[config.mk]
export PLATFORM = sky130hd
export DESIGN_NAME = pipeline_regs
export DESIGN_NICKNAME = d
export VERILOG_FILES = /design/src/rtl/pipeline_regs.sv
export SDC_FILE = /design/constraint.sdc
export NUM_CORES = 1
export LEC_CHECK = 0
export BUFFER_PORTS_ARGS = -buffer_cell sky130_fd_sc_hd__buf_2
export CAP_MARGIN = 20
export CORE_AREA = 2 2 583 585
export CTS_BUF_LIST = sky130_fd_sc_hd__clkbuf_16
export CTS_CLUSTER_DIAMETER = 40
export DETAILED_ROUTE_END_ITERATION = 12
export DIE_AREA = 0 0 585 587
export GPL_ROUTABILITY_DRIVEN = 1
export SLEW_MARGIN = 20
export SYNTH_ARGS = -nofsm -noshare
export SYNTH_HDL_FRONTEND = slang
export SYNTH_SLANG_ARGS = --single-unit
[constraint.sdc]
create_clock -name clk -period 2.4 [get_ports clk]
set_clock_uncertainty 0.1 [all_clocks]
set_input_delay 0.6 -clock clk [delete_from_list [all_inputs] [get_ports clk]]
set_output_delay 0.6 -clock clk [all_outputs]
set_load 0.01 [all_outputs]
[src/rtl/pipeline_regs.sv]
// F/D/E/M/W pipeline registers and condition codes with per-stage load/stall/bubble control,
// a sticky stall-vs-bubble conflict flag and saturating stall/bubble counters.
module pipeline_regs #(
    parameter int              DW       = 64,
    parameter logic [DW-1:0]   RESET_PC = '0,
    parameter int              CNT_W    = 32
) (
    input  logic                clk,
    input  logic                rst,
    input  logic                F_stall,
    input  logic                D_stall,
    input  logic                D_bubble,
    input  logic                E_bubble,
    input  logic                M_bubble,
    input  logic                W_stall,
    input  logic                set_cc,
    input  logic [DW-1:0]       f_predPC,
    input  logic [18+2*DW-1:0]  d_in,
    input  logic [26+3*DW-1:0]  e_in,
    input  logic [15+2*DW-1:0]  m_in,
    input  logic [14+2*DW-1:0]  w_in,
    input  logic [2:0]          e_cc,
    output logic [DW-1:0]       F_predPC,
    output logic [18+2*DW-1:0]  D_out,
    output logic [26+3*DW-1:0]  E_out,
    output logic [15+2*DW-1:0]  M_out,
    output logic [14+2*DW-1:0]  W_out,
    output logic [2:0]          cc,
    output logic                ctrl_err,
    output logic [CNT_W-1:0]    stall_cnt,
    output logic [CNT_W-1:0]    bubble_cnt
);

    localparam int D_W = 18 + 2*DW;
    localparam int E_W = 26 + 3*DW;
    localparam int M_W = 15 + 2*DW;
    localparam int W_W = 14 + 2*DW;

    localparam logic [1:0]       STAT_AOK  = 2'b00;
    localparam logic [3:0]       ICODE_NOP = 4'h1;
    localparam logic [3:0]       REG_NONE  = 4'hF;
    localparam logic [2:0]       CC_RESET  = 3'b100;
    localparam logic [CNT_W-1:0] CNT_MAX   = '1;

    // Bubble values: a nop with no destination registers, so nothing downstream forwards from it.
    localparam logic [D_W-1:0] D_NOP = {STAT_AOK, ICODE_NOP, 4'h0, REG_NONE, REG_NONE,
                                        {(2*DW){1'b0}}};
    localparam logic [E_W-1:0] E_NOP = {STAT_AOK, ICODE_NOP, 4'h0, {(3*DW){1'b0}},
                                        REG_NONE, REG_NONE, REG_NONE, REG_NONE};
    localparam logic [M_W-1:0] M_NOP = {STAT_AOK, ICODE_NOP, 1'b0, {(2*DW){1'b0}},
                                        REG_NONE, REG_NONE};
    localparam logic [W_W-1:0] W_NOP = {STAT_AOK, ICODE_NOP, {(2*DW){1'b0}},
                                        REG_NONE, REG_NONE};

    logic [DW-1:0]    f_next;
    logic [D_W-1:0]   d_next;
    logic [E_W-1:0]   e_next;
    logic [M_W-1:0]   m_next;
    logic [W_W-1:0]   w_next;
    logic [2:0]       cc_next;
    logic             conflict;
    logic             any_bubble;
    logic [CNT_W-1:0] stall_cnt_next;
    logic [CNT_W-1:0] bubble_cnt_next;

    always_comb begin
        // NOTE: every comb output gets a default first so no path can infer a latch.
        f_next          = f_predPC;
        d_next          = d_in;
        e_next          = e_in;
        m_next          = m_in;
        w_next          = w_in;
        cc_next         = cc;
        stall_cnt_next  = stall_cnt;
        bubble_cnt_next = bubble_cnt;

        conflict   = D_stall && D_bubble;
        any_bubble = D_bubble || E_bubble || M_bubble;

        if (F_stall) f_next = F_predPC;

        // A stall beats a bubble on D; the conflict itself is recorded in ctrl_err.
        if (D_stall)       d_next = D_out;
        else if (D_bubble) d_next = D_NOP;

        if (E_bubble) e_next = E_NOP;
        if (M_bubble) m_next = M_NOP;
        if (W_stall)  w_next = W_out;
        if (set_cc)   cc_next = e_cc;

        if (F_stall && (stall_cnt != CNT_MAX))     stall_cnt_next  = stall_cnt + 1'b1;
        if (any_bubble && (bubble_cnt != CNT_MAX)) bubble_cnt_next = bubble_cnt + 1'b1;
    end

    always_ff @(posedge clk) begin
        // NOTE: sequential state uses non-blocking assignments so all registers update together.
        if (rst) begin
            F_predPC   <= RESET_PC;
            D_out      <= D_NOP;
            E_out      <= E_NOP;
            M_out      <= M_NOP;
            W_out      <= W_NOP;
            cc         <= CC_RESET;
            ctrl_err   <= 1'b0;
            stall_cnt  <= '0;
            bubble_cnt <= '0;
        end else begin
            F_predPC   <= f_next;
            D_out      <= d_next;
            E_out      <= e_next;
            M_out      <= m_next;
            W_out      <= w_next;
            cc         <= cc_next;
            ctrl_err   <= ctrl_err || conflict;
            stall_cnt  <= stall_cnt_next;
            bubble_cnt <= bubble_cnt_next;
        end
    end

endmodule

==> impl_metrics.ini <==
[outcome]
outcome = complete, no violations

[power]
total_power_mw = 42.3
p_leak_nw = 23.1
p_seq_share_pct = 32.8
p_per_area_nw_per_um2 = 811
combPwrFrac_pct = 11.5
power_switching_share_pct = 27.4
p_int_mw = 30.7
vdd_ir_drop_max_mv = 0.533
power.switching_mw = 11.6
p_clk_share_pct = 55.7

[clock_tree]
clock_sinks = 781
cts_root_buf = clkbuf_16
htreeDepth = 4
cts.path.max_buffers = 4
clkLatencyLatePin_ns = 0.81
path_clk_slew_ns = 0.05
cts_buffers = 170
cts_tree = yes

[setup_path]
max_stage_delay_ns = 0.51
ff2ff_setup_slack_ns = 0.23
cp.required_ns = 1.70
crit_fanout = 2
arrival_ns = 1.61
reg2regPathDepth = 8
crit_family = flip-flops
startpoint_type = register
reg2reg_from = bubble_cnt[1]
critical_path_class = register to output port
cp_cell_sequence = buf_2
critPathCapture = M_out[82]
end_kind = output port
cp_num_buf_inv = 1
critical-path-slowest-cell = dfxtp_1
regToRegEndpoint = bubble_cnt[15]
worstSetupStartpoint = M_out[82]
crit_cells = 1

[yosys]
synth_warnings = 0
synth_top_flop_cell = dfxtp_1
synth.area.mux_share_pct = 8.33
synth_common_cells = dfxtp_1, nor2_1, and2_1, mux2i_1, a22oi_1
synth_nets = 3055
avgSynthCellArea_um2 = 10.7
synth.top_cells.by_area = dfxtp_1, and2_1, mux2i_1, nor2_1, a22oi_1
netlist_area_um2 = 25000
synth_cells = 2328
synth_compound_area_share_pct = 6.95
yosysMostFrequentCell = dfxtp_1
synth-seq-cells = 781
synth_top_area_share_pct = 62.5
synth_xor_area_share_pct = 0.806
synth_seq_area_share_pct = 62.5
async_reset_ff_share_pct = 0
synth_top_family_by_area = simple AND/OR/NAND/NOR gates
synth_top_area_cell = dfxtp_1
ys_types = 48
synth-simple-area-share_pct = 18.8
synth_edf_count = 0
synth_fa_ha_area_share_pct = 0.100

[grt]
grt_use_total_pct = 15.5
overflow = 0
grt_antenna_before_repair = 330
grt_pass1_wl_um = 335000
grt_max_degree = 142
grt_pass1_vias = 28100

[sta]
rsz0062_at_grt = false
slew_headroom_pct = 51.1
setup_slack_ns = 0.0863
min_period_ns = 2.31
finalSetupViolCount = 0
worst_slew_pin_slew_ns = 0.733
hold_viol = 0
whs_ns = 0.0426
slew_viol_final = 0
fin_crit_sh_pct = 96.4
max_freq_mhz = 432

[cells_and_area]
fin_nets = 5397
instances_no_fill = 9508
fillers = 38200
post_route_cells_drive_above_1_share_pct = 39.8
synthToLayoutAreaGrowth_pct = 109

[route]
dr.pass1.iters = 9
drtIter0Drc = 2049
via_per_inst = 3.02
drtAntennaViolNets = 0
drc_errors = 0
wl_per_cell_um = 29.3
wl_um = 278000
vias = 28700

[hold_path]
hold_path.class = input pin to register

[floorplan]
ios = 1506
fp-row-count = 214
fp.dieH_um = 587
initial_utilization_pct = 7.40
die_w_um = 585
core_um2 = 338000
dieArea_um2 = 343000

[placed_design]
place_ws_ns = -0.217
dp.cells = 8322
hpwl_um = 246000
gp_congestion = 1.00
portBuffers = 1505

[job]
max_cap_violations = 0
[routing by layer]
layer  part of all wire [%]  vias up  track usage, %
li1                       -    12800               -
met1                     35    13300            15.9
met2                     44     1962            24.4
met3                     16      584            10.5
met4                    5.1      138            6.66
met5                   0.32        -               0
[power groups by stage]
stage	sequential (mW)	combinational, mW	clock, mW
floorplan	14.3	0.889	0
global placement	14.1	3.64	0
detailed placement	14.1	3.64	0
CTS	13.9	5.00	24.1
global route	13.9	5.16	24.7
finish	13.9	4.86	23.6
[stage by stage]
| step | TNS (ns) | utilization (%) | area, um2 |
|---|---|---|---|
| floorplan | 0 | - | 25000 |
| global placement | -17.30 | 11.5 | 38700 |
| detailed placement | -17.93 | 11.5 | 38700 |
| CTS | 0 | 15.3 | 51700 |
| global route | 0 | 15.4 | 51900 |
| finish | 0 | 15.4 | 52200 |
[repair_timing]
item,CTS,global route
resized for setup,84,3
hold endpoints to repair,699,0
pin swaps,1,1
buffers inserted,0,2
endpoints found under the setup margin,40,12
hold buffers,709,0
[layout by cell type, fill, tap and decap left out, types with 11 or more instances in the layout]
master         netlist  layout
clkinv_1             1      31
buf_8                1      14
or3_1               46      46
o21ai_0             17      17
buf_4                1     110
nor2b_1             16      16
clkbuf_16            0     171
dlygate4sd3_1        0     709
clkinv_2             0      24
o31ai_1             13      13
xnor2_1             19      19
a22oi_1            136     136
bufinv_16            0      19
inv_1                6      15
mux2i_1            201     201
a21oi_1             40      40
diode_2              0     172
nand3_1             24      24
dfxtp_1            781     771
nand2_1             31      31
buf_2                2    1463
buf_12               0      21
clkinvlp_4           0      26
nor2_1             379     376
a211o_1             11      11
nand4_1             18      18
and2_1             337     337
or4_1               13      13
[cells by family (layout without fill, tap and decap cells)]
group           Yosys count  in the layout
compound gates          245            245
xor+xnor                 23             23
fa+ha+maj                 2              2
buf+inv                 162           2634
flops                   781            781
mux                     207            207
other cells               0            172
simple gates            908            908
[final cells by class]
cell class              count  area (um2)  share of cell area, %
well taps                4536        5680                   10.9
multi-input cells        1385        8770                   16.8
diodes                    172         430                  0.825
inverters                   7        26.3                 0.0504
clock buffers             171        4280                   8.20
flip-flops and latches    781       15600                   30.0
clock inverters           131        1360                   2.61
repair buffers           2325       16000                   30.6
[registers in the layout, indices dropped and copies added (netlist names)]
register / count
D_out: 146
E_out: 218
F_predPC: 64
M_out: 143
W_out: 142
bubble_cnt: 32
cc: 3
ctrl_err: 1
stall_cnt: 32
[worst min path at each step]
stage / from / end / slack [ns] / cells past startpoint
3_3_place_gp: W_out[0] / W_out[0] / 0.34 / 1
2_1_floorplan: bubble_cnt[31] / bubble_cnt[31] / 0.40 / 2
6_report: e_in[4] / E_out[4] / 0.04 / 2
3_5_place_dp: W_out[0] / W_out[0] / 0.35 / 1
4_1_cts: m_in[52] / M_out[52] / 0.005 / 2
5_1_grt: m_in[57] / M_out[57] / 0.004 / 2
Note: power is estimated with default switching activity, not from simulation.
